File: config.mk
export PLATFORM = sky130hd
export DESIGN_NAME = mips_mc_controller
export DESIGN_NICKNAME = d
export VERILOG_FILES = /design/src/rtl/mips_mc_controller.sv
export SDC_FILE = /design/constraint.sdc
export NUM_CORES = 1
export LEC_CHECK = 0
export BUFFER_PORTS_ARGS = -buffer_cell sky130_fd_sc_hd__buf_4
export CAP_MARGIN = 10
export CORE_ASPECT_RATIO = 0.9
export CORE_UTILIZATION = 29
export DETAILED_ROUTE_END_ITERATION = 7
export REMOVE_ABC_BUFFERS = 1
export SYNTH_ARGS = -nofsm -noshare
export SYNTH_HDL_FRONTEND = slang
export SYNTH_SLANG_ARGS = --single-unit
File: constraint.sdc
create_clock -name clk -period 2 [get_ports clk]
set_input_delay 0.4 -clock clk [delete_from_list [all_inputs] [get_ports clk]]
set_output_delay 0.4 -clock clk [all_outputs]
set_load 0.02 [all_outputs]
File: src/rtl/mips_mc_controller.sv
// Multicycle MIPS control FSM: sequences fetch/decode/execute/memory/writeback
// for lw, sw, R-type, beq, addi and j. Define MIPS_MC_BNE_EN to also decode bne.
module mips_mc_controller (
  input  logic       clk,
  input  logic       reset,
  input  logic [5:0] op,
  input  logic [5:0] funct,
  input  logic       zero,
  input  logic       memready,
  output logic       memreq,
  output logic       pcen,
  output logic       iord,
  output logic       irwrite,
  output logic       memwrite,
  output logic       regwrite,
  output logic       regdst,
  output logic       memtoreg,
  output logic       alusrca,
  output logic [1:0] alusrcb,
  output logic [1:0] pcsrc,
  output logic [2:0] alucontrol,
  output logic [3:0] state,
  output logic       illegal
);

  localparam logic [3:0] S_FETCH   = 4'd0;
  localparam logic [3:0] S_DECODE  = 4'd1;
  localparam logic [3:0] S_MEMADR  = 4'd2;
  localparam logic [3:0] S_MEMRD   = 4'd3;
  localparam logic [3:0] S_MEMWB   = 4'd4;
  localparam logic [3:0] S_MEMWR   = 4'd5;
  localparam logic [3:0] S_EXECUTE = 4'd6;
  localparam logic [3:0] S_ALUWB   = 4'd7;
  localparam logic [3:0] S_BRANCH  = 4'd8;
  localparam logic [3:0] S_ADDIEX  = 4'd9;
  localparam logic [3:0] S_ADDIWB  = 4'd10;
  localparam logic [3:0] S_JUMP    = 4'd11;

  localparam logic [5:0] OP_RTYPE = 6'b000000;
  localparam logic [5:0] OP_LW    = 6'b100011;
  localparam logic [5:0] OP_SW    = 6'b101011;
  localparam logic [5:0] OP_BEQ   = 6'b000100;
  localparam logic [5:0] OP_ADDI  = 6'b001000;
  localparam logic [5:0] OP_J     = 6'b000010;
`ifdef MIPS_MC_BNE_EN
  localparam logic [5:0] OP_BNE   = 6'b000101;
`endif

  localparam logic [2:0] ALU_ADD = 3'b010;
  localparam logic [2:0] ALU_SUB = 3'b110;
  localparam logic [2:0] ALU_AND = 3'b000;
  localparam logic [2:0] ALU_OR  = 3'b001;
  localparam logic [2:0] ALU_SLT = 3'b111;

  logic [3:0] state_q, state_d;
  logic       illegal_q, illegal_d;
  logic [2:0] funct_ac;
  logic       funct_ok;

  always_comb begin
    funct_ac = 3'b000;
    funct_ok = 1'b1;
    case (funct)
      6'b100000: funct_ac = ALU_ADD;
      6'b100010: funct_ac = ALU_SUB;
      6'b100100: funct_ac = ALU_AND;
      6'b100101: funct_ac = ALU_OR;
      6'b101010: funct_ac = ALU_SLT;
      default:   funct_ok = 1'b0;
    endcase
  end

  always_ff @(posedge clk) begin
    if (!reset) begin
      state_q   <= S_FETCH;
      illegal_q <= 1'b0;
    end else begin
      state_q   <= state_d;
      illegal_q <= illegal_d;
    end
  end

  always_comb begin
    state_d   = state_q;
    illegal_d = illegal_q;
    case (state_q)
      S_FETCH:  if (memready) state_d = S_DECODE;
      S_DECODE: begin
        case (op)
          OP_LW, OP_SW: state_d = S_MEMADR;
          OP_RTYPE:     state_d = S_EXECUTE;
          OP_BEQ:       state_d = S_BRANCH;
`ifdef MIPS_MC_BNE_EN
          OP_BNE:       state_d = S_BRANCH;
`endif
          OP_ADDI:      state_d = S_ADDIEX;
          OP_J:         state_d = S_JUMP;
          default: begin
            state_d   = S_FETCH;
            illegal_d = 1'b1;
          end
        endcase
      end
      S_MEMADR:  state_d = (op == OP_SW) ? S_MEMWR : S_MEMRD;
      S_MEMRD:   if (memready) state_d = S_MEMWB;
      S_MEMWR:   if (memready) state_d = S_FETCH;
      S_EXECUTE: begin
        // A bad funct skips writeback entirely so the register file is untouched.
        if (funct_ok) begin
          state_d = S_ALUWB;
        end else begin
          state_d   = S_FETCH;
          illegal_d = 1'b1;
        end
      end
      S_ADDIEX:  state_d = S_ADDIWB;
      default:   state_d = S_FETCH;
    endcase
  end

  always_comb begin
    memreq     = 1'b0;
    pcen       = 1'b0;
    iord       = 1'b0;
    irwrite    = 1'b0;
    memwrite   = 1'b0;
    regwrite   = 1'b0;
    regdst     = 1'b0;
    memtoreg   = 1'b0;
    alusrca    = 1'b0;
    alusrcb    = 2'b00;
    pcsrc      = 2'b00;
    alucontrol = 3'b000;
    case (state_q)
      S_FETCH: begin
        memreq     = 1'b1;
        alusrcb    = 2'b01;
        alucontrol = ALU_ADD;
        irwrite    = memready;
        pcen       = memready;
      end
      S_DECODE: begin
        alusrcb    = 2'b11;
        alucontrol = ALU_ADD;
      end
      S_MEMADR: begin
        alusrca    = 1'b1;
        alusrcb    = 2'b10;
        alucontrol = ALU_ADD;
      end
      S_MEMRD: begin
        memreq = 1'b1;
        iord   = 1'b1;
      end
      S_MEMWB: begin
        regwrite = 1'b1;
        memtoreg = 1'b1;
      end
      S_MEMWR: begin
        memreq   = 1'b1;
        iord     = 1'b1;
        memwrite = 1'b1;
      end
      S_EXECUTE: begin
        alusrca    = 1'b1;
        alucontrol = funct_ac;
      end
      S_ALUWB: begin
        regwrite = 1'b1;
        regdst   = 1'b1;
      end
      S_BRANCH: begin
        alusrca    = 1'b1;
        alucontrol = ALU_SUB;
        pcsrc      = 2'b01;
`ifdef MIPS_MC_BNE_EN
        pcen       = (op == OP_BNE) ? ~zero : zero;
`else
        pcen       = zero;
`endif
      end
      S_ADDIEX: begin
        alusrca    = 1'b1;
        alusrcb    = 2'b10;
        alucontrol = ALU_ADD;
      end
      S_ADDIWB:  regwrite = 1'b1;
      S_JUMP: begin
        pcsrc = 2'b10;
        pcen  = 1'b1;
      end
      default: ;
    endcase
    // Architectural writes are suppressed while reset is held.
    if (!reset) begin
      pcen     = 1'b0;
      irwrite  = 1'b0;
      memwrite = 1'b0;
      regwrite = 1'b0;
    end
  end

  assign state   = state_q;
  assign illegal = illegal_q;

endmodule

==> results summary <==
The flow ran to the end, and the final reports show no timing, DRC or antenna violations. The overall die height is 48.0 um. Setup repair after global routing left no endpoint under its margin. Detailed placement ended at an HPWL of 1.71 mm.

The cell depth of the worst hold path came out at 3. The via count came out at 905. The leakage power of the design is 0.428 nW. The clock net in this run drives a total of 5 sinks. Setup total negative slack on the finished layout was measured at 0 ns.

The signal on the critical path passes through nor3_2 > and4b_1 > o21bai_1 > buf_4. The max-capacitance violation count came out at 0. For this run, design rule violations remaining after detail routing come to 0. The final number of hold-violating endpoints was 0. The full die area came out at 0.00255 mm2. The setup-violating endpoint count in the final report is 0. The number of distinct standard cells referenced by the synthesized netlist came out at 41.

The total grt overflow came out at 0. The launching point of the worst reg2reg path is state[1]. Of the synthesized area, sequential elements account for 0.147. The number of clock buffers inserted by TritonCTS is 3. In this run, the number of DRC markers left after iteration 0 of detailed routing was 28.

The die is 53.1 um wide. Post-CTS timing repair inserted 0 buffers for setup. The standard cell core area is 0.00220 mm2. The number of standard-cell rows in the floorplan came out at 16. The first global-routing pass estimated 3.40 mm of wire. The post-synthesis instance total is 97. The post-layout net count came out at 152.

The min-delay analysis places its worst path in the category primary input to flop. The maximum number of pins on one net before global-route repair came out at 16. Tracing the worst setup path back leads to its startpoint at state[1]. The most frequently used flop master after synthesis is sky130_fd_sc_hd__dfxtp_1. The power per cell area is 374 mW/mm2. For the pin with the worst max-slew slack, the measured transition is 0.377 ns. The average wire length per cell after detail routing came out at 13.5 um. The detail-routed via count per cell is 5.59. Across every metal layer, demand over resource in global routing totals 0.185. The congestion estimate from routability-driven global placement came to 0.741. The total inserted antenna cells is 0.

Clock tree synthesis selected as its root buffer the cell sky130_fd_sc_hd__clkbuf_4. The layout overhead on the synthesized area is 51.0%. The combined area of all synthesized cells came out at 682 um2. During synthesis, Yosys emitted a total of 0 warnings. Between clock sinks in the finished design, the worst skew comes to 0.00483 ns. STA classifies the critical path endpoint as a primary output. The starting density of the core is 0.310. The number of buffers between clock root and the deepest sink is 2. The clock network latency to the later pin of the worst-skew pair came out at 0.25 ns. The initial antenna violation count is 0. The final period utilization is 0.949. The proportion of register bits with asynchronous set or reset after synthesis came out at 0. The count of flip-flops with a built-in enable after synthesis came out at 0. On the worst path, the slowest cell contributes a delay of 0.40 ns. The share of the synthesized area in the top cell type is 0.147. The overall routed net length is 2.19 mm. The synthesized flop and latch total is 5. Once detail routing completed, the nets flagged for antenna violations numbered 0. The finished layout holds 162 standard cells, fillers aside. CTS built an H-tree with a depth of 1. For the worst setup path, the data arrival time is 1.50 ns. The worst hold slack across all endpoints came out at 0.459 ns. STA classifies the critical path startpoint as a flop.

The worst setup path is of the flop to primary output kind. Sorting the synthesized cells by area gives the leading types as sky130_fd_sc_hd__dfxtp_1, sky130_fd_sc_hd__nor2_1, sky130_fd_sc_hd__nand2b_1, sky130_fd_sc_hd__nor2b_1, sky130_fd_sc_hd__buf_2. Counting I/O delays and the setup requirement, the final critical path takes 1.90 ns. The number of buffers added on ports came out at 36. The peak supply drop came out at 0.322 mV. The cell count after placement came out at 158. The maximum fanout along the worst path came out at 14.

The number of placed I/O pins is 37. The relative slew slack is 0.746. The required time of the worst setup path is 1.60 ns. In the final layout, the share of cells above drive strength 1 is 0.407. The number of search-and-repair iterations in the first detailed-routing pass came out at 4. For this design, the slowest cell found on the critical path is sky130_fd_sc_hd__dfxtp_2. Sorting the synthesized cells by how often they occur yields sky130_fd_sc_hd__nor2_1, sky130_fd_sc_hd__buf_2. The number of cells on the worst reg-to-reg path is 5. The via count of the first global-routing pass came out at 778. Clock-pin slew was measured on the worst setup and hold paths at 0.05 ns. By instance count, the leading cell after synthesis is sky130_fd_sc_hd__nor2_1.

TritonCTS built the clock tree. For this run, the top clock speed supported by timing is 0.527 GHz. The post-synthesis cell type with the largest combined area is sky130_fd_sc_hd__dfxtp_1. The synthesized area divided by synthesized cell count is 7.03 um2. The count of pins over their slew limit is 0. In this run the most critical hold path is launched from reset.
[area by class of cell]
class | instances | area [um2]
clock buffers | 4 | 26.3
fillers | 227 | 1170
inverters | 3 | 11.3
multi-input cells | 81 | 538
flip-flops and latches | 5 | 105
well taps | 27 | 33.8
repair buffers | 42 | 315
[cells in the final DEF (no fill, tap or decap), types with 2 or more instances in the layout]
cell / synthesis / routed
sky130_fd_sc_hd__a21oi_1: 5 / 5
sky130_fd_sc_hd__a31oi_1: 2 / 2
sky130_fd_sc_hd__buf_4: 0 / 42
sky130_fd_sc_hd__clkbuf_4: 0 / 3
sky130_fd_sc_hd__dfxtp_2: 0 / 4
sky130_fd_sc_hd__inv_1: 3 / 3
sky130_fd_sc_hd__nand2_1: 5 / 5
sky130_fd_sc_hd__nand2b_1: 5 / 5
sky130_fd_sc_hd__nand3_1: 2 / 2
sky130_fd_sc_hd__nand4_1: 2 / 2
sky130_fd_sc_hd__nor2_1: 15 / 15
sky130_fd_sc_hd__nor2b_1: 5 / 5
sky130_fd_sc_hd__nor3_1: 3 / 2
sky130_fd_sc_hd__nor3_2: 1 / 2
sky130_fd_sc_hd__nor4bb_1: 2 / 2
sky130_fd_sc_hd__o2111ai_1: 3 / 3
sky130_fd_sc_hd__o21ai_0: 4 / 4
sky130_fd_sc_hd__or3_1: 2 / 2
sky130_fd_sc_hd__xnor2_1: 2 / 2
sky130_fd_sc_hd__xor2_1: 2 / 2
[power breakdown]
part           switching [mW]  internal, mW  total [mW]
clock                  0.0494        0.0760       0.125
sequential             0.0116         0.105       0.117
combinational          0.0736        0.0695       0.143
total                   0.135         0.251       0.385
[state kept, by name (all words and copies together) (netlist names)]
register and count:
illegal 1, state 4
[critical path: cells and delay by family (launching register included)]
kind,cells,cell delay [ns]
buffers and inverters,1,0.15
and+or+nand+nor,2,0.58
DFF,1,0.40
AOI/OAI and AO/OA,1,0.11
[per-stage QoR]
stage	setup slack [ns]	instance area (um2)	power (mW)	util
floorplan	-0.260	644	0.187	-
global placement	0.235	993	0.259	0.451
detailed placement	0.216	993	0.260	0.451
CTS	0.0557	1030	0.384	0.466
global route	0.0111	1030	0.409	0.468
finish	0.102	1030	0.385	0.468
[routing by layer]
layer / GRT usage / share of wire
met5: 0 / 0
met4: 0.0632 / 0.011
met3: 0.0413 / 0.084
met2: 0.314 / 0.44
met1: 0.233 / 0.46
[logic make-up after synthesis]
family / share of synthesized area
AO/OA/AOI/OAI: 0.325
XOR/XNOR: 0.0514
buffers and inverters: 0.0716
flip-flops: 0.147
multiplexers: 0.0312
AND/OR/NAND/NOR: 0.374
[timing repair]
action                     in CTS  in global routing
hold buffers                    0                  0
cloned                          0                  0
hold endpoints to repair        0                  0
setup endpoints to repair       2                  5
resized for setup               3                  2
[path summary, 6_finish.rpt]
path               to  slack [ns]
max              pcen        0.10
max reg2reg  state[1]        0.56
min          state[0]        0.46
min reg2reg   illegal        0.50
Note: power is estimated with default switching activity, not from simulation.
